==> src/rtl/stb_pkg.sv <==
// Shared trace-buffer constants and the memory arbiter phase type.
package stb_pkg;

    localparam int unsigned TRB_DEPTH      = 8;
    localparam int unsigned TRB_WIDTH      = 8;
    localparam int unsigned TRB_ADDR_WIDTH = $clog2(TRB_DEPTH);

    typedef enum logic [1:0] {
        PH_LOG_WR = 2'd0,
        PH_LOG_RD = 2'd1,
        PH_HOST   = 2'd2
    } arb_phase_t;

endpackage

==> src/rtl/trb_sdp_ram.sv <==
// Simple dual-port trace RAM: one write port, one registered read port,
// read-first on a same-cycle address collision.
module trb_sdp_ram #(
    parameter int unsigned WIDTH = 8,
    parameter int unsigned DEPTH = 8
) (
    input  logic                     CLK_I,
    input  logic                     RST_I,
    input  logic                     WE_I,
    input  logic [$clog2(DEPTH)-1:0] WADDR_I,
    input  logic [WIDTH-1:0]         WDATA_I,
    input  logic [$clog2(DEPTH)-1:0] RADDR_I,
    output logic [WIDTH-1:0]         RDATA_O
);

    logic [WIDTH-1:0] mem [DEPTH];

    // Storage is deliberately not reset.
    always_ff @(posedge CLK_I) begin
        if (WE_I) begin
            mem[WADDR_I] <= WDATA_I;
        end
    end

    // Non-blocking update makes a colliding read return the old word.
    always_ff @(posedge CLK_I) begin
        if (RST_I) begin
            RDATA_O <= '0;
        end else begin
            RDATA_O <= mem[RADDR_I];
        end
    end

endmodule

==> src/rtl/trb_mem_arbiter.sv <==
// Time-slices the trace RAM between the Logger (write slot, read slot)
// and an occasional host access slot.
module trb_mem_arbiter
    import stb_pkg::*;
#(
    parameter int unsigned DEPTH = TRB_DEPTH,
    parameter int unsigned WIDTH = TRB_WIDTH
) (
    input  logic                     CLK_I,
    input  logic                     RST_I,
    input  logic                     ENABLE_I,
    output logic                     LOG_RW_TURN_O,
    output logic                     LOG_WRITE_ALLOW_O,
    output logic                     LOG_READ_ALLOW_O,
    input  logic                     LOG_WRITE_I,
    input  logic [$clog2(DEPTH)-1:0] LOG_WRITE_PTR_I,
    input  logic [WIDTH-1:0]         LOG_DMEM_I,
    input  logic [$clog2(DEPTH)-1:0] LOG_READ_PTR_I,
    output logic [WIDTH-1:0]         LOG_DMEM_O,
    input  logic                     HOST_REQ_I,
    input  logic                     HOST_WE_I,
    input  logic [$clog2(DEPTH)-1:0] HOST_ADDR_I,
    input  logic [WIDTH-1:0]         HOST_WDATA_I,
    output logic                     HOST_ACK_O,
    output logic [WIDTH-1:0]         HOST_RDATA_O,
    input  logic                     HOST_FREEZE_I
);

    localparam int unsigned AW = $clog2(DEPTH);

    arb_phase_t       phase;
    arb_phase_t       phase_nxt;
    logic             rw_turn_c;
    logic             write_allow_c;
    logic             ram_we;
    logic [AW-1:0]    ram_waddr;
    logic [WIDTH-1:0] ram_wdata;
    logic [AW-1:0]    ram_raddr;
    logic [WIDTH-1:0] ram_q;
    logic             log_rd_vld;
    logic             host_rd_vld;
    logic             host_ack;

    assign rw_turn_c     = ENABLE_I && (phase == PH_LOG_WR);
    assign write_allow_c = ENABLE_I && !HOST_FREEZE_I;

    always_ff @(posedge CLK_I) begin
        if (RST_I) begin
            phase <= PH_LOG_WR;
        end else begin
            phase <= phase_nxt;
        end
    end

    // Slot sequencing and RAM port steering.
    always_comb begin
        phase_nxt   = PH_LOG_WR;
        ram_we      = 1'b0;
        ram_waddr   = LOG_WRITE_PTR_I;
        ram_wdata   = LOG_DMEM_I;
        ram_raddr   = LOG_READ_PTR_I;
        log_rd_vld  = 1'b0;
        host_rd_vld = 1'b0;
        host_ack    = 1'b0;
        case (phase)
            PH_LOG_WR: begin
                phase_nxt = PH_LOG_RD;
                ram_we    = LOG_WRITE_I && rw_turn_c && write_allow_c;
            end
            PH_LOG_RD: begin
                phase_nxt  = HOST_REQ_I ? PH_HOST : PH_LOG_WR;
                ram_raddr  = HOST_ADDR_I;
                log_rd_vld = 1'b1;
            end
            PH_HOST: begin
                phase_nxt = PH_LOG_WR;
                ram_raddr = HOST_ADDR_I;
                host_ack  = 1'b1;
                if (HOST_WE_I) begin
                    ram_we    = 1'b1;
                    ram_waddr = HOST_ADDR_I;
                    ram_wdata = HOST_WDATA_I;
                end else begin
                    host_rd_vld = 1'b1;
                end
            end
            default: phase_nxt = PH_LOG_WR;
        endcase
        // A reset edge drops any in-flight slot: no write, no ACK.
        if (RST_I) begin
            ram_we      = 1'b0;
            log_rd_vld  = 1'b0;
            host_rd_vld = 1'b0;
            host_ack    = 1'b0;
        end
    end

    trb_sdp_ram #(
        .WIDTH (WIDTH),
        .DEPTH (DEPTH)
    ) u_ram (
        .CLK_I   (CLK_I),
        .RST_I   (RST_I),
        .WE_I    (ram_we),
        .WADDR_I (ram_waddr),
        .WDATA_I (ram_wdata),
        .RADDR_I (ram_raddr),
        .RDATA_O (ram_q)
    );

    assign LOG_RW_TURN_O     = rw_turn_c;
    assign LOG_WRITE_ALLOW_O = write_allow_c;
    assign LOG_READ_ALLOW_O  = ENABLE_I && (phase == PH_LOG_RD);
    assign LOG_DMEM_O        = log_rd_vld  ? ram_q : '0;
    assign HOST_RDATA_O      = host_rd_vld ? ram_q : '0;
    assign HOST_ACK_O        = host_ack;

endmodule

==> config.mk <==
export PLATFORM = sky130hd
export DESIGN_NAME = trb_mem_arbiter
export DESIGN_NICKNAME = d
export VERILOG_FILES = /design/src/rtl/stb_pkg.sv /design/src/rtl/trb_sdp_ram.sv /design/src/rtl/trb_mem_arbiter.sv
export SDC_FILE = /design/constraint.sdc
export NUM_CORES = 1
export LEC_CHECK = 0
export CAP_MARGIN = 0
export CORE_AREA = 2 2 102 114
export CTS_CLUSTER_SIZE = 12
export DETAILED_ROUTE_END_ITERATION = 8
export DIE_AREA = 0 0 104 116
export DONT_BUFFER_PORTS = 1
export SLEW_MARGIN = 20
export SYNTH_ARGS = -nofsm -noshare
export SYNTH_HDL_FRONTEND = slang
export SYNTH_SLANG_ARGS = --single-unit
==> constraint.sdc <==
create_clock -name CLK_I -period 3.08 [get_ports CLK_I]
set_input_delay 0.462 -clock CLK_I [delete_from_list [all_inputs] [get_ports CLK_I]]
set_output_delay 0.462 -clock CLK_I [all_outputs]
set_load 0.005 [all_outputs]
==> results of run 1 <==
-- power groups by stage --
stage	logic [mW]	registers, mW	clock network [mW]
2_1_floorplan	0.145	1.14	0
3_3_place_gp	0.166	1.15	0
3_5_place_dp	0.170	1.15	0
4_1_cts	0.171	1.12	1.02
5_1_grt	0.190	1.13	1.07
6_report	0.169	1.12	1.01
-- through the flow --
step / hold slack [ps] / total power, mW / area, sq um / std cells
after floorplan: 560 / 1.28 / 3190 / 234
after global placement: 544 / 1.31 / 3380 / 384
after detailed placement: 538 / 1.31 / 3380 / 384
after CTS: 200 / 2.32 / 3670 / 400
after global routing: 204 / 2.39 / 3670 / 400
final: 208 / 2.30 / 3670 / 400
-- final timing paths --
kind	depth (start not counted)	end	slack, ps
worst max-delay path	7	u_ram.RDATA_O[0]	880
worst min register to register	3	u_ram.RDATA_O[6]	590
worst max register to register	7	u_ram.RDATA_O[0]	880
worst min-delay path	1	phase[0]	210
-- registers in the layout, indices dropped and copies added, names as in the netlist --
signal and cells:
u_ram.mem 64, phase 2, u_ram.RDATA_O 8
-- placed cells by master (no fill, tap or decap), types with 3 or more instances in the layout --
master,netlist,routed
a31oi_1,3,3
a32oi_1,8,8
and2_1,19,19
and3_1,8,8
buf_4,1,10
clkbuf_1,2,3
clkbuf_16,0,9
dfxtp_1,10,10
edfxtp_1,64,64
ha_1,3,3
mux2_2,9,9
mux2i_1,17,17
nand2_1,35,35
nand3_1,8,8
nor2_1,11,11
nor2b_1,7,7
o21ai_0,9,9
-- per-layer routing --
| layer | share of wire (%) | routed length, um | global-route usage (%) |
|---|---|---|---|
| met5 | 0 | 0 | 0 |
| met2 | 45 | 3150 | 19.3 |
| met1 | 46 | 3160 | 15.1 |
| met4 | 3.3 | 227 | 6.22 |
| met3 | 5.7 | 392 | 3.77 |
-- cells by family (layout without fill, tap and decap cells) --
kind of cell,Yosys count,in the layout,synth area share (%)
and+or+nand+nor,95,95,15.1
DFF,74,74,66.5
muxes,27,27,9.21
AOI/OAI and AO/OA,26,26,5.68
buffers and inverters,9,28,2.39
adders and majority gates,3,3,1.18
-- critical path: stages, from the launching register on --
cell and delay, ps:
dfxtp_1 330, inv_1 60, ha_1 500, mux2i_4 270, buf_4 400, mux2i_1 250, a32oi_1 70, and3_1 200
-- area by class of cell --
| type | count | area (sq um) |
|---|---|---|
| fillers | 1085 | 7140 |
| flip-flops and latches | 74 | 2120 |
| multi-input cells | 151 | 993 |
| inverters | 2 | 7.51 |
| well taps | 147 | 184 |
| clock inverters | 3 | 40.0 |
| repair buffers | 10 | 75.1 |
| clock buffers | 13 | 250 |
==> flow_metrics.env, run 1 <==
export IMPL_synth_area_leaders="edfxtp_1 60%, dfxtp_1 6.3%, mux2i_1 5.3%, nand2_1 4.1%, and2_1 3.7%"
export IMPL_synth_seq_cells=74
export IMPL_crit_start="phase[0]"
export IMPL_holdBufCountCts=0
export IMPL_startpoint_type="register"
export IMPL_grt_pass1_wl_um=10800
export IMPL_skew_ps=6.61
export IMPL_postCtsSetupBuffers=0
export IMPL_period_needed_ps=2200
export IMPL_synth_edff_count=64
export IMPL_clkSinkCount=74
export IMPL_ctsResizeCount=0
export IMPL_crit_required_ps=3290
export IMPL_worstHoldStart="RST_I"
export IMPL_clockRootBuffer="clkbuf_16"
export IMPL_drive_gt1_share_pct=14.6
export IMPL_htreeDepth=3
export IMPL_timing_max_transition_violations_final=0
export IMPL_drt_iter0_markers=140
export IMPL_tns_ps=0
export IMPL_tightest_slew_ps=443
export IMPL_yosys_area_top_type_share_pct=60.2
export IMPL_synth_nets=269
export IMPL_rsz0062_at_grt="false"
export IMPL_peakVddDrop_mv=0.219
export IMPL_status="complete, no violations"
export IMPL_syn_inst=234
export IMPL_syn_area_sq_um=3190
export IMPL_hp_class="in2reg"
export IMPL_synth_most_common_cell="edfxtp_1"
export IMPL_ios=52
export IMPL_power_frac_clock_pct=43.8
export IMPL_antenna_found_initial=0
export IMPL_die_y_um=116
export IMPL_yosysWarnings=0
export IMPL_p_comb_share_pct=7.3
export IMPL_io_buffers=0
export IMPL_wl_um=6930
export IMPL_utilization_pct=34.0
export IMPL_synthTopCellsByCount="64 x edfxtp_1, 35 x nand2_1, 19 x and2_1, 17 x mux2i_1, 11 x nor2_1"
export IMPL_ys_seq_area_share_pct=66.5
export IMPL_setup_viol=0
export IMPL_cp_max_fo=32
export IMPL_place_ws_ps=888
export IMPL_hpwlAfterDp_um=4600
export IMPL_period_share_pct=71.3
export IMPL_drt_pass1_iterations=4
export IMPL_cp_arrival_ps=2410
export IMPL_diodes=0
export IMPL_grt_max_degree=33
export IMPL_syn_area_per_cell_sq_um=13.6
export IMPL_coreArea_sq_um=10800
export IMPL_power_leakage_nw=1.30
export IMPL_max_freq_ghz=0.455
export IMPL_vias=1892
export IMPL_crit_path_end_kind="register"
export IMPL_p_int_mw=1.83
export IMPL_p_sw_share_pct=20.5
export IMPL_regToRegStartpoint="phase[0]"
export IMPL_clkTransAtPathRegs_ps=50
export IMPL_cts_tree="built"
export IMPL_start_util_pct=29.5
export IMPL_synth_cell_types=31
export IMPL_max_cap_violations=0
export IMPL_maxSlewHeadroom_pct=70.4
export IMPL_synth_top_cell_by_area="edfxtp_1"
export IMPL_globalplace_congestion=0.784
export IMPL_ant_nets=0
export IMPL_rows=40
export IMPL_setup_ws_ps=883
export IMPL_fp_dieW_um=104
export IMPL_finalHoldViolCount=0
export IMPL_power_density_nw_per_um2=626
export IMPL_fin_nets=283
export IMPL_routed_via_density=4.73
export IMPL_power_switching_mw=0.471
export IMPL_synthArstFlopShare_pct=0
export IMPL_globalRouteOverflowTotal=0
export IMPL_clockBufferDepth=2
export IMPL_cts_made_buffers=9
export IMPL_power_share_sequential_pct=48.9
export IMPL_clkLatencyLatePin_ps=330
export IMPL_ys_flop_type="edfxtp_1"
export IMPL_worst_setup_path_type="reg2reg"
export IMPL_design_die_area_sq_um=12100
export IMPL_wl_per_cell_um=17.3
export IMPL_grt_pass1_vias=1987
export IMPL_route_detailed_drc=0
export IMPL_grtUsageTotal_pct=12.1
export IMPL_area_growth_pct=15.1
No activity file was read; power rests on OpenSTA's default activity.
==> run 2, diff against run 1 <==
==> constraint.sdc (replaced) <==
create_clock -name CLK_I -period 2.3 [get_ports CLK_I]
set_input_delay 0.345 -clock CLK_I [delete_from_list [all_inputs] [get_ports CLK_I]]
set_output_delay 0.345 -clock CLK_I [all_outputs]
set_load 0.005 [all_outputs]
==> flow_metrics.env, run 2 (synthesis results as in run 1) <==
export IMPL_largest_register="u_ram.mem"
export IMPL_holdBufCountCts=0
export IMPL_rsz0062_at_grt="false"
export IMPL_period_share_pct=89.1
export IMPL_min_path_cells=1
export IMPL_io_buffers=0
export IMPL_tns_ps=0
export IMPL_cts_made_buffers=9
export IMPL_diodes=0
export IMPL_start_util_pct=29.5
export IMPL_globalRouteOverflowTotal=0
export IMPL_die_y_um=116
export IMPL_crit_top_cell="nor2b_1"
export IMPL_routed_via_density=4.71
export IMPL_n_fill_cell=1060
export IMPL_crit_path_end_kind="output pin"
export IMPL_cts_tree="built"
export IMPL_hp_class="in2reg"
export IMPL_ctsResizeCount=0
export IMPL_r2r_end="u_ram.RDATA_O[0]"
export IMPL_setup_viol=0
export IMPL_worst_setup_path_type="reg2out"
export IMPL_route_detailed_drc=0
export IMPL_crit_required_ps=1960
export IMPL_antenna_found_initial=0
export IMPL_clockBufferDepth=2
export IMPL_grtUsageTotal_pct=12.4
export IMPL_ant_nets=0
export IMPL_hold_path_end="phase[0]"
export IMPL_clockRootBuffer="clkbuf_16"
export IMPL_final_cell_mix="64 x edfxtp_1, 35 x nand2_1, 19 x and2_1"
export IMPL_cp_max_fo=8
export IMPL_max_freq_ghz=0.488
export IMPL_globalplace_congestion=0.783
export IMPL_crit_chain="inv_1 -> ha_1 -> nor2b_1 -> nor2b_1 -> and2_1"
export IMPL_grt_pass1_wl_um=10800
export IMPL_grt_max_degree=33
export IMPL_cp_arrival_ps=1700
export IMPL_top_regs="u_ram.mem x64, u_ram.RDATA_O x8, phase x2"
export IMPL_hpwlAfterDp_um=4790
export IMPL_timing_max_transition_violations_final=0
export IMPL_power_density_nw_per_um2=867
export IMPL_postCtsSetupBuffers=0
export IMPL_layout_commonest_cell="edfxtp_1"
export IMPL_worstRegToRegCells=7
export IMPL_place_ws_ps=294
export IMPL_htreeDepth=3
export IMPL_vias=1893
export IMPL_rows=40
export IMPL_regToRegStartpoint="phase[0]"
export IMPL_wl_um=7070
export IMPL_fp_dieW_um=104
export IMPL_clkTransAtPathRegs_ps=60
export IMPL_wl_per_cell_um=17.6
export IMPL_drive_gt1_share_pct=16.5
export IMPL_drt_iter0_markers=110
export IMPL_area_growth_pct=17.0
export IMPL_r2r_slack_ps=290
export IMPL_period_needed_ps=2050
export IMPL_clkSinkCount=74
export IMPL_skew_ps=4.55
export IMPL_max_cap_violations=0
export IMPL_status="complete, no violations"
export IMPL_tightest_slew_ps=420
export IMPL_fin_nets=285
export IMPL_clkLatencyLatePin_ps=330
export IMPL_peakVddDrop_mv=0.327
export IMPL_ios=52
export IMPL_startpoint_type="register"
export IMPL_grt_pass1_vias=1922
export IMPL_largest_register_ffs=64
export IMPL_slowest_stage="nor2b_1"
export IMPL_critPathMaxStageDelay_ps=360
export IMPL_coreArea_sq_um=10800
export IMPL_design_die_area_sq_um=12100
export IMPL_power_leakage_nw=1.33
export IMPL_finalHoldViolCount=0
export IMPL_setup_ws_ps=250
export IMPL_worstHoldStart="RST_I"
export IMPL_drt_pass1_iterations=4
export IMPL_maxSlewHeadroom_pct=72.0
[run 2: changes by cell type in the layout (fill, tap and decap cells not counted), sizes merged]
cell and delta:
inv +2, bufinv +1, clkbuf -4, buf +2, clkinv +1
[run 2: how the worst max path moves through the flow]
stage,from,slack (ps),depth (start not counted),to
6_report,phase[0],250,5,HOST_RDATA_O[2]
5_1_grt,phase[0],80,5,HOST_RDATA_O[7]
4_1_cts,phase[0],220,5,HOST_RDATA_O[0]
3_5_place_dp,phase[0],290,7,u_ram.RDATA_O[0]
3_3_place_gp,phase[1],300,7,u_ram.RDATA_O[0]
2_1_floorplan,phase[0],310,6,u_ram.mem[0][0]
[run 2: routing by layer]
layer / wire (um) / GRT usage, % / vias up / share of wire [%]
li1: - / - / 897 / -
met1: 3130 / 15.7 / 903 / 44
met2: 3290 / 19.3 / 80 / 47
met3: 492 / 3.60 / 13 / 7.0
met4: 155 / 6.94 / 0 / 2.2
met5: 0 / 0 / - / 0
[run 2: area by class of cell]
type	count	area [sq um]	area share (%)
multi-input cells	151	993	26.6
repair buffers	12	103	2.75
inverters	2	7.51	0.201
well taps	147	184	4.92
flip-flops and latches	74	2120	56.8
clock buffers	9	225	6.03
clock inverters	7	100	2.68
[run 2: through the flow]
stage	util [%]	cells	power [mW]	cell area, sq um	hold slack (ps)
3_3_place_gp	31.5	386	1.77	3410	425
4_1_cts	34.5	402	3.27	3730	70.4
5_1_grt	34.5	402	3.36	3730	72.5
6_report	34.5	402	3.24	3730	84.2
3_5_place_dp	31.5	386	1.77	3410	423
2_1_floorplan	-	234	1.72	3190	467
[run 2: critical path: cells and delay by family (launching register included)]
kind          cells  cell delay [ps]
simple gates      3              780
flops             1              320
fa+ha+maj         1              200
buf+inv           1               80
[run 2: where the power goes]
group	leakage [nW]	total (mW)	internal [mW]	switching (mW)
sequential	0.659	1.50	1.49	0.0149
clock	0.160	1.49	0.958	0.536
combinational	0.511	0.239	0.0989	0.140
